File: config.mk
export PLATFORM = sky130hd
export DESIGN_NAME = serial_addsub_multi_flat
export DESIGN_NICKNAME = d
export VERILOG_FILES = /design/src/rtl/serial_addsub_multi_pkg.sv /design/src/rtl/serial_addsub_multi_if.sv /design/src/rtl/serial_addsub_multi_adder.sv /design/src/rtl/serial_addsub_multi.sv /design/src/flat_wrapper.sv
export SDC_FILE = /design/constraint.sdc
export NUM_CORES = 1
export LEC_CHECK = 0
export BUFFER_PORTS_ARGS = -buffer_cell sky130_fd_sc_hd__buf_4
export CAP_MARGIN = 20
export CORE_MARGIN = 1.5
export CORE_UTILIZATION = 45
export CTS_CLUSTER_SIZE = 40
export DETAILED_ROUTE_END_ITERATION = 16
export PLACE_DENSITY_LB_ADDON = 0.25
export SLEW_MARGIN = 40
export SYNTH_ARGS = -nofsm -noshare
export SYNTH_HDL_FRONTEND = slang
export SYNTH_HIERARCHICAL = 1
export SYNTH_SLANG_ARGS = --single-unit
File: constraint.sdc
create_clock -name clk -period 6 [get_ports clk]
set_input_delay 0.3 -clock clk [delete_from_list [all_inputs] [get_ports clk]]
set_output_delay 0.3 -clock clk [all_outputs]
set_load 0.1 [all_outputs]
File: src/rtl/serial_addsub_multi_pkg.sv
// Shared definitions for the digit-serial add/subtract unit.
// Holds the control FSM state encoding and the helpers that derive the
// digit count and digit-counter width from the word and digit widths.
package serial_pkg;

    typedef enum logic {
        S_IDLE = 1'b0,
        S_BUSY = 1'b1
    } state_e;

    // Digits per word
    function automatic int ndig(input int word_w, input int digit_w);
        return word_w / digit_w;
    endfunction

    // Digit-counter width; a one-digit word still gets a 1-bit counter
    function automatic int idx_width(input int n);
        return (n > 1) ? $clog2(n) : 1;
    endfunction

    // Counter sizing for the default 8-bit word, 2-bit digit build
    localparam int NDIG_DEF  = ndig(8, 2);
    localparam int IDX_W_DEF = idx_width(NDIG_DEF);

endpackage

File: src/rtl/serial_addsub_multi_if.sv
// Digit stream bundle between serialiser, add/sub unit and accumulator.
// master drives digits in and receives result digits; slave is the unit.
// in_*/sub/x/y travel in; out_*/sum/carry_out/ovf/err travel out.
interface serial_addsub_multi_if #(
    parameter int CHANNELS = 2,
    parameter int DIGIT_W  = 2
);
    logic                        in_valid;
    logic                        in_first;
    logic                        sub;
    logic [CHANNELS*DIGIT_W-1:0] x;
    logic [CHANNELS*DIGIT_W-1:0] y;
    logic                        out_valid;
    logic [CHANNELS*DIGIT_W-1:0] sum;
    logic                        out_last;
    logic [CHANNELS-1:0]         carry_out;
    logic [CHANNELS-1:0]         ovf;
    logic                        err;

    modport master (
        output in_valid, in_first, sub, x, y,
        input  out_valid, sum, out_last, carry_out, ovf, err
    );

    modport slave (
        input  in_valid, in_first, sub, x, y,
        output out_valid, sum, out_last, carry_out, ovf, err
    );
endinterface

File: src/rtl/serial_addsub_multi_adder.sv
// One lane, one digit: combinational add of a and (b optionally inverted) plus cin.
// Ports: a, b, cin, inv in; s, cout out; cmsb_in (carry into MSB) only when
// SERIAL_ADDSUB_OVF_EN is defined. Zero latency, no flow control.
module serial_digit_adder #(
    parameter int DIGIT_W = 2
) (
    input  logic [DIGIT_W-1:0] a,
    input  logic [DIGIT_W-1:0] b,
    input  logic               cin,
    input  logic               inv,
    output logic [DIGIT_W-1:0] s,
    output logic               cout
`ifdef SERIAL_ADDSUB_OVF_EN
    ,
    output logic               cmsb_in
`endif
);
    logic [DIGIT_W-1:0] b_eff;

    assign b_eff       = b ^ {DIGIT_W{inv}};
    assign {cout, s}   = {1'b0, a} + {1'b0, b_eff} + {{DIGIT_W{1'b0}}, cin};

`ifdef SERIAL_ADDSUB_OVF_EN
    // Sum bit = a ^ b ^ carry-in, so the carry into the MSB falls out of it
    assign cmsb_in = s[DIGIT_W-1] ^ a[DIGIT_W-1] ^ b_eff[DIGIT_W-1];
`endif
endmodule

File: src/rtl/serial_addsub_multi.sv
// Digit-serial multi-lane add/subtract, LSB first; ports clk, rst, clr, bus (slave).
// Latency 1 cycle in_valid -> out_valid; SERIAL_ADDSUB_OVF_EN enables ovf, else ovf=0.
// No backpressure: in_valid=0 stalls and holds carry/idx/sub/state; orphans drop with err.
module serial_addsub_multi
    import serial_pkg::*;
#(
    parameter int CHANNELS = 2,
    parameter int DIGIT_W  = 2,
    parameter int WORD_W   = 8
) (
    input  logic                  clk,
    input  logic                  rst,
    input  logic                  clr,
    serial_addsub_multi_if.slave  bus
);
    localparam int NDIG = ndig(WORD_W, DIGIT_W);
    localparam int IW   = idx_width(NDIG);

    if (WORD_W % DIGIT_W != 0) begin : g_bad_word_w
        $error("WORD_W must be a multiple of DIGIT_W");
    end

    state_e                      state_q, state_d;
    logic [IW-1:0]               idx_q, idx_d, eff_idx;
    logic                        sub_q, sub_d, sub_eff;
    logic [CHANNELS-1:0]         carry_q, carry_d, cin_vec, cout_vec;
    logic [CHANNELS*DIGIT_W-1:0] sum_q, sum_d, s_vec;
    logic                        out_valid_q, out_valid_d;
    logic                        out_last_q, out_last_d;
    logic [CHANNELS-1:0]         carry_out_q, carry_out_d;
    logic                        err_q, err_d;
    logic                        start, cont, orphan, accept, last;

    // A first digit is accepted in either state, which is how a word is aborted
    assign start   = bus.in_valid & bus.in_first;
    assign cont    = bus.in_valid & ~bus.in_first & (state_q == S_BUSY);
    assign orphan  = bus.in_valid & ~bus.in_first & (state_q == S_IDLE);
    assign accept  = start | cont;
    assign sub_eff = start ? bus.sub : sub_q;
    assign eff_idx = start ? '0 : idx_q;
    assign last    = (eff_idx == IW'(NDIG - 1));

`ifdef SERIAL_ADDSUB_OVF_EN
    logic [CHANNELS-1:0] cmsb_vec;
    logic [CHANNELS-1:0] ovf_q, ovf_d;
`endif

    for (genvar c = 0; c < CHANNELS; c++) begin : g_lane
        // Subtract is x + ~y + 1: the +1 enters as carry-in of digit 0
        assign cin_vec[c] = start ? bus.sub : carry_q[c];
        serial_digit_adder #(.DIGIT_W(DIGIT_W)) u_add (
            .a       (bus.x[c*DIGIT_W +: DIGIT_W]),
            .b       (bus.y[c*DIGIT_W +: DIGIT_W]),
            .cin     (cin_vec[c]),
            .inv     (sub_eff),
            .s       (s_vec[c*DIGIT_W +: DIGIT_W]),
            .cout    (cout_vec[c])
`ifdef SERIAL_ADDSUB_OVF_EN
            ,
            .cmsb_in (cmsb_vec[c])
`endif
        );
    end

    always_comb begin
        state_d     = state_q;
        idx_d       = idx_q;
        sub_d       = sub_q;
        carry_d     = carry_q;
        sum_d       = sum_q;
        carry_out_d = carry_out_q;
        out_valid_d = accept;
        out_last_d  = accept & last;
        err_d       = orphan;
`ifdef SERIAL_ADDSUB_OVF_EN
        ovf_d       = ovf_q;
`endif
        if (accept) begin
            sub_d   = sub_eff;
            carry_d = cout_vec;
            sum_d   = s_vec;
            idx_d   = last ? '0 : eff_idx + IW'(1);
            state_d = last ? S_IDLE : S_BUSY;
            if (last) begin
                carry_out_d = cout_vec;
`ifdef SERIAL_ADDSUB_OVF_EN
                ovf_d       = cmsb_vec ^ cout_vec;
`endif
            end
        end
    end

    always_ff @(posedge clk) begin
        if (rst || clr) begin
            state_q     <= S_IDLE;
            idx_q       <= '0;
            sub_q       <= 1'b0;
            carry_q     <= '0;
            sum_q       <= '0;
            out_valid_q <= 1'b0;
            out_last_q  <= 1'b0;
            carry_out_q <= '0;
            err_q       <= 1'b0;
`ifdef SERIAL_ADDSUB_OVF_EN
            ovf_q       <= '0;
`endif
        end else begin
            state_q     <= state_d;
            idx_q       <= idx_d;
            sub_q       <= sub_d;
            carry_q     <= carry_d;
            sum_q       <= sum_d;
            out_valid_q <= out_valid_d;
            out_last_q  <= out_last_d;
            carry_out_q <= carry_out_d;
            err_q       <= err_d;
`ifdef SERIAL_ADDSUB_OVF_EN
            ovf_q       <= ovf_d;
`endif
        end
    end

    assign bus.out_valid = out_valid_q;
    assign bus.sum       = sum_q;
    assign bus.out_last  = out_last_q;
    assign bus.carry_out = carry_out_q;
    assign bus.err       = err_q;
`ifdef SERIAL_ADDSUB_OVF_EN
    assign bus.ovf       = ovf_q;
`else
    assign bus.ovf       = '0;
`endif
endmodule
File: src/flat_wrapper.sv
// flat-port wrapper written by rule: the top's interface ports become plain ports
module serial_addsub_multi_flat import serial_pkg::*;
#(
    parameter int CHANNELS = 2,
    parameter int DIGIT_W  = 2,
    parameter int WORD_W   = 8
)
  (clk, rst, clr, bus_in_valid, bus_in_first, bus_sub, bus_x, bus_y, bus_out_valid, bus_sum, bus_out_last, bus_carry_out, bus_ovf, bus_err);
  serial_addsub_multi_if #(.CHANNELS(CHANNELS), .DIGIT_W(DIGIT_W)) bus_i ();
  input  logic clk;
  input  logic rst;
  input  logic clr;
  input wire logic [$bits(bus_i.in_valid)-1:0] bus_in_valid;
  input wire logic [$bits(bus_i.in_first)-1:0] bus_in_first;
  input wire logic [$bits(bus_i.sub)-1:0] bus_sub;
  input wire logic [$bits(bus_i.x)-1:0] bus_x;
  input wire logic [$bits(bus_i.y)-1:0] bus_y;
  output wire logic [$bits(bus_i.out_valid)-1:0] bus_out_valid;
  output wire logic [$bits(bus_i.sum)-1:0] bus_sum;
  output wire logic [$bits(bus_i.out_last)-1:0] bus_out_last;
  output wire logic [$bits(bus_i.carry_out)-1:0] bus_carry_out;
  output wire logic [$bits(bus_i.ovf)-1:0] bus_ovf;
  output wire logic [$bits(bus_i.err)-1:0] bus_err;
  assign bus_i.in_valid = bus_in_valid;
  assign bus_i.in_first = bus_in_first;
  assign bus_i.sub = bus_sub;
  assign bus_i.x = bus_x;
  assign bus_i.y = bus_y;
  assign bus_out_valid = bus_i.out_valid;
  assign bus_sum = bus_i.sum;
  assign bus_out_last = bus_i.out_last;
  assign bus_carry_out = bus_i.carry_out;
  assign bus_ovf = bus_i.ovf;
  assign bus_err = bus_i.err;
  serial_addsub_multi #(.CHANNELS(CHANNELS), .DIGIT_W(DIGIT_W), .WORD_W(WORD_W)) u_core (.clk(clk), .rst(rst), .clr(clr), .bus(bus_i));
endmodule
==> results.json, run 1 <==
{
  "seq_area_frac_synth_pct": 34.6,
  "grt_pass1_vias": 557,
  "track_usage_pct": 18.2,
  "wire_per_inst_um": 13.9,
  "pwr-share-seq_pct": 47.9,
  "dp.cells": 119,
  "cts_hold_buf": 0,
  "outcome": "completed",
  "die_area_um2": 2200,
  "cts_tree": "yes",
  "swShare_pct": 31.3,
  "rr_worst_depth": 7,
  "vias_per_cell": 5.15,
  "cts.path.max_buffers": 2,
  "die_h_um": 46.9,
  "reg2reg_from": "u_core/sub_q",
  "synth_area_per_cell_um2": 11.0,
  "htree_levels": 1,
  "timing.rr.end": "u_core/bus.sum[3]",
  "powerDensity_nw_per_um2": 208,
  "cp-start-kind": "flip-flop",
  "rsz0062_at_grt": "no",
  "worst-path-max-fanout": 4,
  "cpMostUsedCell": "fa_1",
  "hold_start": "bus_in_valid",
  "drv_cap": 0,
  "yosys_register_bits": 15,
  "drc": 0,
  "hp-class": "in -> reg",
  "grt_max_degree": 21,
  "syn-cell-area_um2": 868,
  "die_w_um": 46.9,
  "antenna_left": 0,
  "rrSetupSlack_ns": 3.65,
  "timing.final.crit_share_pct": 39.1,
  "timing.fmax_ghz": 0.426,
  "clock_sinks": 15,
  "synth_cells": 79,
  "setup_tns_ns": 0,
  "p_sw_uw": 67.5,
  "p_leak_uw": 0.000470,
  "post_dp_cell_area_um2": 1010,
  "ir_drop_mv": 0.0928,
  "finalSetupViolCount": 0,
  "final.setup_skew_ns": 0.00488,
  "crit_path_cell_trace": "a21boi_0 > or2_2 > xor2_1 > fa_1 > fa_1 > nor3b_1 > mux2_4",
  "pwr-share-clk_pct": 26.9,
  "post_cts_buffers": 0,
  "dpl.hpwl_um": 1220,
  "worstPathArrival_ns": 2.52,
  "path_class": "reg -> reg",
  "area_delta_synth_final_pct": 19.6,
  "coreArea_um2": 1760,
  "routabilityCongestion": 0.783,
  "grt_pass1_wl_um": 2640,
  "holdPathEnd": "u_core/state_q",
  "dr_total_vias": 633,
  "gr-total-overflow": 0,
  "fin_nets": 118,
  "drtIter0Drc": 18,
  "yosys_warnings": 6,
  "clockRootBuffer": "clkbuf_4",
  "start_util_pct": 49.2,
  "postLayoutCellArea_um2": 1040,
  "totalPowerFinal_uw": 216,
  "rows": 15,
  "period_needed_ns": 2.35,
  "hold_viol_final": 0,
  "p_comb_share_pct": 25.3,
  "endpoint_kind": "flip-flop",
  "antenna_found_initial": 0,
  "clk_pin_slew_ns": 0.09,
  "cpPeakStageDelay_ns": 0.46,
  "whs_ns": 0.265,
  "post_synth_num_cell_types": 29,
  "routed_wl_um": 1710,
  "fin_cells": 123,
  "hold_path_depth": 2,
  "worstSkewPairLatency_ns": 0.28,
  "io_pins": 25,
  "insertedDiodeCount": 0,
  "required_ns": 6.17,
  "io_buffers": 22,
  "final_max_slew_viol_count": 0,
  "first_pass_iters": 4,
  "layout-drive-gt1-share_pct": 32.7,
  "cp_slowest_cell": "fa_1",
  "numCtsBuffers": 3,
  "cts-resized-gates": 0,
  "internal_power_uw": 148
}
-- how the worst max path moves through the flow --
| stage | startpoint | end | slack (ns) | cells past startpoint |
|---|---|---|---|---|
| final | u_core/sub_q | u_core/bus.sum[3] | 3.65 | 7 |
| after global routing | u_core/sub_q | u_core/bus.sum[1] | 3.62 | 7 |
| after detailed placement | bus_in_valid | u_core/bus.sum[3] | 3.43 | 8 |
| after floorplan | bus_in_valid | u_core/bus.sum[1] | 3.55 | 8 |
| after CTS | u_core/sub_q | u_core/bus.sum[3] | 3.67 | 7 |
| after global placement | bus_in_valid | u_core/bus.sum[1] | 3.50 | 8 |
-- stage by stage --
stage	utilization, %	worst slack, ns
3_5_place_dp	57.4	3.43
2_1_floorplan	-	3.55
4_1_cts	58.9	3.67
6_report	58.9	3.65
5_1_grt	58.9	3.62
3_3_place_gp	57.4	3.50
-- registers in the layout, indices dropped and copies added, names as in the netlist --
register and flops:
u_core/bus.carry_out 2, u_core/bus.err 1, u_core/bus.out_last 1, u_core/bus.out_valid 1, u_core/bus.sum 4, u_core/carry_q 2
u_core/idx_q 2, u_core/state_q 1, u_core/sub_q 1
-- cell usage after synthesis --
cell type / n / area, um^2
buf_2: 3 / 15.0
dfxtp_1: 15 / 300
nand2b_1: 1 / 6.26
nor3_1: 1 / 5.00
nor4_1: 1 / 6.26
o21a_1: 2 / 15.0
mux2i_1: 4 / 40.0
buf_4: 2 / 15.0
o21ai_0: 1 / 5.00
o211a_1: 1 / 10.0
nor3b_1: 10 / 75.1
clkbuf_1: 1 / 3.75
ha_1: 1 / 12.5
and2_1: 2 / 12.5
nor2_1: 1 / 3.75
buf_6: 2 / 22.5
conb_1: 1 / 3.75
a21boi_0: 1 / 7.51
nand2_1: 2 / 7.51
o221a_2: 1 / 11.3
xor2_1: 4 / 35.0
a2111oi_0: 1 / 8.76
mux2_4: 5 / 75.1
a21o_1: 2 / 15.0
a21oi_1: 1 / 5.00
or3b_1: 6 / 52.6
or2_2: 1 / 6.26
fa_1: 4 / 80.1
and3_1: 2 / 12.5
-- cell type report --
cell class,instances,area (um^2)
Sequential cell,15,300
Fill cell,168,726
Timing Repair Buffer,22,165
Clock buffer,4,26.3
Tap cell,25,31.3
Multi-Input combinational cell,57,515
-- critical path, delay by kind of cell, from the launching register on --
| family | cells | cell delay (ns) |
|---|---|---|
| XOR/XNOR | 1 | 0.19 |
| multiplexers | 1 | 0.25 |
| AND/OR/NAND/NOR | 2 | 0.50 |
| flip-flops | 1 | 0.31 |
| AO/OA/AOI/OAI | 1 | 0.12 |
| adder cells (fa/ha/maj) | 2 | 0.87 |
-- power by group through the flow --
stage / Sequential [uW] / Clock [uW] / Combinational, uW
5_1_grt: 104 / 63.6 / 58.4
4_1_cts: 103 / 59.8 / 54.2
2_1_floorplan: 116 / 0 / 30.2
3_3_place_gp: 106 / 0 / 51.8
6_report: 103 / 58.0 / 54.5
3_5_place_dp: 106 / 0 / 53.8
-- placed cells by master, fill, tap and decap left out, types with 2 or more instances in the layout --
master    Yosys  routed
o21a_1        2       2
conb_1        1       2
and2_1        2       2
dfxtp_1      15      15
fa_1          4       4
xor2_1        4       4
or3b_1        6       6
mux2_4        5       5
nor3b_1      10      10
buf_4         2      22
and3_1        2       2
clkbuf_4      0       3
a21o_1        2       2
nand2_1       2       2
mux2i_1       4       4
-- logic make-up after synthesis --
| logic type | count (synthesis) | share of synthesized area (%) |
|---|---|---|
| and+or+nand+nor | 27 | 21.6 |
| DFF | 15 | 34.6 |
| AOI/OAI and AO/OA | 10 | 8.93 |
| muxes | 9 | 13.3 |
| buffers and inverters | 8 | 6.48 |
| adders and majority gates | 5 | 10.7 |
| xor gates and xnor gates | 4 | 4.03 |
| other | 1 | 0.432 |
-- layer usage --
layer / track usage (%) / part of all wire [%] / vias up
met5: 0 / 0 / -
met4: 10.0 / 0.82 / 0
met3: 3.46 / 4.7 / 2
met2: 27.9 / 51 / 18
met1: 24.2 / 43 / 297
li1: - / - / 316
(Power assumes the default switching activity.)
==> inputs of run 2 (changes only) <==
clock period = 2.2 ns   (was 6 ns; I/O delays follow)
==> results.json, run 2 (synthesized netlist as in run 1, its figures left out) <==
{
  "first_pass_iters": 4,
  "rows": 15,
  "die_h_um": 46.9,
  "outcome": "completed",
  "whs_ns": 0.168,
  "timing.fmax_ghz": 0.457,
  "dr_total_vias": 652,
  "drc": 0,
  "area_delta_synth_final_pct": 24.5,
  "use_met2_pct": 27.4,
  "antenna_found_initial": 0,
  "worstPathArrival_ns": 2.37,
  "path_class": "reg -> reg",
  "final_cell_mix": "26 x buf_4, 15 x dfxtp_1, 9 x nor3b_1, 6 x or3b_1, 5 x mux2_4",
  "cts.path.max_buffers": 2,
  "multi_input_comb_area_um2": 528,
  "routabilityCongestion": 0.757,
  "start_util_pct": 49.2,
  "final.setup_skew_ns": 0.00451,
  "hold_viol_final": 0,
  "setup_tns_ns": 0,
  "insertedDiodeCount": 0,
  "finalSetupViolCount": 0,
  "hp-class": "in -> reg",
  "worst-path-max-fanout": 3,
  "io_pins": 25,
  "cp-start-kind": "flip-flop",
  "drv_cap": 0,
  "ir_drop_mv": 0.316,
  "gr-total-overflow": 0,
  "final_core_util_pct": 61.3,
  "p_leak_uw": 0.000490,
  "grt_pass1_vias": 606,
  "grt_pass1_wl_um": 2570,
  "powerDensity_nw_per_um2": 546,
  "track_usage_pct": 17.3,
  "worstSkewPairLatency_ns": 0.28,
  "ff_latch_area_um2": 300,
  "dp.cells": 123,
  "htree_levels": 1,
  "timing.final.crit_share_pct": 99.5,
  "final_common_cell": "buf_4",
  "grtUsageMet3_pct": 4.23,
  "grt_max_degree": 21,
  "die_area_um2": 2200,
  "dpl.hpwl_um": 1200,
  "period_needed_ns": 2.19,
  "clk_pin_slew_ns": 0.09,
  "largest_register_ffs": 4,
  "numCtsBuffers": 3,
  "clockRootBuffer": "clkbuf_4",
  "coreArea_um2": 1760,
  "grt.met1_usage_pct": 21.1,
  "antenna_left": 0,
  "layout-drive-gt1-share_pct": 38.2,
  "required_ns": 2.38,
  "rsz0062_at_grt": "yes",
  "fin_cells": 127,
  "routed_wl_um": 1640,
  "vias_per_cell": 5.13,
  "endpoint_kind": "flip-flop",
  "cts_tree": "yes",
  "fillers": 159,
  "drtIter0Drc": 15,
  "clock_sinks": 15,
  "final_max_slew_viol_count": 0,
  "fin_nets": 122,
  "die_w_um": 46.9,
  "gr-max-usage-layer": "met2",
  "io_buffers": 22,
  "hold_path_depth": 2,
  "wire_per_inst_um": 12.9,
  "rr_worst_depth": 7
}
==> run 2: final timing paths <==
check / end / start / slack [ns]
max reg2reg: u_core/bus.sum[1] / u_core/sub_q / 0.01
min reg2reg: u_core/bus.err / u_core/state_q / 0.56
max: u_core/bus.sum[1] / u_core/sub_q / 0.01
min: u_core/bus.err / rst / 0.17
==> run 2: stage by stage <==
stage	instance area, um^2	setup WS (ns)	power, uW
floorplan	875	0.0148	400
global placement	1040	0.0168	433
detailed placement	1040	-0.0531	439
CTS	1080	0.00603	598
global route	1080	-0.0512	628
finish	1080	0.0105	590
==> run 2: metal layers <==
| layer | vias to the layer above | wire length (um) | part of all wire, % |
|---|---|---|---|
| li1 | 321 | - | - |
| met1 | 308 | 698 | 43 |
| met2 | 19 | 828 | 51 |
| met3 | 4 | 76 | 4.6 |
| met4 | 0 | 31 | 1.9 |
| met5 | - | 0 | 0 |
==> run 2: layout make-up <==
cell class	instances	share of cell area (%)
Multi-Input combinational cell	57	48.8
Clock buffer	4	2.43
Timing Repair Buffer	26	18.1
Sequential cell	15	27.8
Tap cell	25	2.89
==> run 2: worst max-delay path, stage by stage (launching register included) <==
cell and delay, ns:
dfxtp_1 0.30, a21boi_1 0.13, or2_4 0.25, xor2_1 0.17
fa_2 0.35, fa_1 0.46, nor3b_2 0.18, mux2_4 0.26
==> run 2: report_power, final <==
| group | internal [uW] | switching, uW |
|---|---|---|
| logic | 60.9 | 92.5 |
| clock network | 70.3 | 84.6 |
| registers | 278 | 3.63 |
| total | 409 | 181 |
==> run 2: timing repair <==
item	in CTS	in global routing
buffers inserted	0	0
hold buffers	0	0
hold endpoints to repair	0	0
gates resized for setup	3	1
endpoints found under the setup margin	1	2
==> inputs of run 3 (changes only) <==
clock period = 1.75 ns   (was 2.2 ns; I/O delays follow)
==> results.json, run 3 (synthesized netlist as in run 1, its figures left out) <==
{
  "outcome": "complete, but fails checks",
  "violations": "negative setup slack",
  "powerDensity_nw_per_um2": 671,
  "rows": 15,
  "final_core_util_pct": 63.6,
  "hold_viol_final": 0,
  "drv_cap": 0,
  "worst-path-max-fanout": 4,
  "grt_pass1_vias": 577,
  "worstPathArrival_ns": 2.31,
  "required_ns": 1.92,
  "finalSetupViolCount": 8,
  "io_buffers": 22,
  "clk_pin_slew_ns": 0.10,
  "routed_wl_um": 1600,
  "dpl.hpwl_um": 1200,
  "wire_per_inst_um": 12.4,
  "antenna_found_initial": 0,
  "cts_tree": "yes",
  "grt_max_degree": 21,
  "coreArea_um2": 1760,
  "timing.fmax_ghz": 0.467,
  "worstSkewPairLatency_ns": 0.28,
  "path_class": "reg -> reg",
  "die_area_um2": 2200,
  "final.setup_skew_ns": 0.00621,
  "rsz0062_at_grt": "yes",
  "post_cts_buffers": 0,
  "cts.path.max_buffers": 2,
  "grt_pass1_wl_um": 2550,
  "io_pins": 25,
  "final_common_cell": "buf_4",
  "vias_per_cell": 5.05,
  "area_delta_synth_final_pct": 29.3,
  "final_max_slew_viol_count": 0,
  "track_usage_pct": 16.7,
  "endpoint_kind": "flip-flop",
  "routabilityCongestion": 0.771,
  "postLayoutSetupSlackWorst_ns": -0.390,
  "cp-start-kind": "flip-flop",
  "fin_nets": 124,
  "final_cell_mix": "28 x buf_4, 15 x dfxtp_1, 9 x nor3b_1, 6 x or3b_1, 5 x mux2_4",
  "htree_levels": 1,
  "period_needed_ns": 2.14,
  "die_w_um": 46.9,
  "gr-total-overflow": 0,
  "insertedDiodeCount": 0,
  "die_h_um": 46.9,
  "clock_sinks": 15,
  "first_pass_iters": 4,
  "hp-class": "in -> reg",
  "start_util_pct": 49.2,
  "drc": 0,
  "p_leak_uw": 0.000499,
  "largest_register_ffs": 4,
  "layout-drive-gt1-share_pct": 45.2,
  "antenna_left": 0,
  "clockRootBuffer": "clkbuf_4",
  "dp_slack_ns": -0.376,
  "dr_total_vias": 651,
  "cts_hold_buf": 0,
  "drtIter0Drc": 11,
  "setup_tns_ns": -1.35,
  "timing.final.crit_share_pct": 122,
  "numCtsBuffers": 3,
  "ir_drop_mv": 0.377
}
==> run 3: cell types whose count changed in the layout (fill, tap and decap cells not counted) <==
cell | before | now
and3_1 | 2 | 1
and3_4 | 0 | 1
buf_4 | 26 | 28
clkbuf_1 | 1 | 0
clkinv_2 | 0 | 1
fa_1 | 2 | 0
fa_2 | 2 | 4
xor2_1 | 4 | 2
xor2_2 | 0 | 2
==> run 3: worst max-delay path, stage by stage, from the launching register on <==
cell and delay, ns:
dfxtp_1 0.31, a21boi_1 0.13, or2_4 0.27, xor2_2 0.15
fa_2 0.34, fa_2 0.42, nor3b_2 0.16, mux2_4 0.25
==> run 3: report_power, final <==
group,internal (uW),switching [uW],total [uW]
Combinational,82.8,119,202
Clock,84.7,112,197
Sequential,350,4.64,354
==> run 3: repair_timing <==
action	in CTS	in global routing
setup endpoints to repair	8	8
cloned	0	0
pin swaps	1	0
gates resized for setup	2	1
==> run 3: worst paths after layout <==
| check | from | to | slack [ns] | cells after the start |
|---|---|---|---|---|
| hold / removal | rst | u_core/bus.err | 0.13 | 2 |
| setup reg to reg | u_core/sub_q | u_core/bus.sum[3] | -0.39 | 7 |
| hold reg to reg | u_core/state_q | u_core/bus.err | 0.54 | 1 |
| setup / recovery | u_core/sub_q | u_core/bus.sum[3] | -0.39 | 7 |
==> run 3: per-layer routing <==
layer,vias to the layer above,global-route usage [%],routed length [um]
met3,2,3.46,86
met5,-,0,0
li1,323,-,-
met4,0,6.67,14
met2,25,24.7,736
met1,301,23.7,760
==> run 3: area by class of cell <==
cell class | instances | area (um^2)
fill | 166 | 642
multi-input combinational | 57 | 553
sequential | 15 | 300
timing repair buffer | 28 | 210
tap | 25 | 31.3
clock buffer | 3 | 22.5
clock inverter | 1 | 5.00
==> run 3: stage by stage <==
stage / instance area (um^2) / hold WS, ns / power (uW) / cells
4_1_cts: 1110 / 0.128 / 761 / 129
5_1_grt: 1120 / 0.130 / 796 / 129
6_report: 1120 / 0.132 / 753 / 129
2_1_floorplan: 890 / 0.275 / 505 / 80
3_5_place_dp: 1070 / 0.430 / 559 / 125
3_3_place_gp: 1070 / 0.421 / 557 / 125
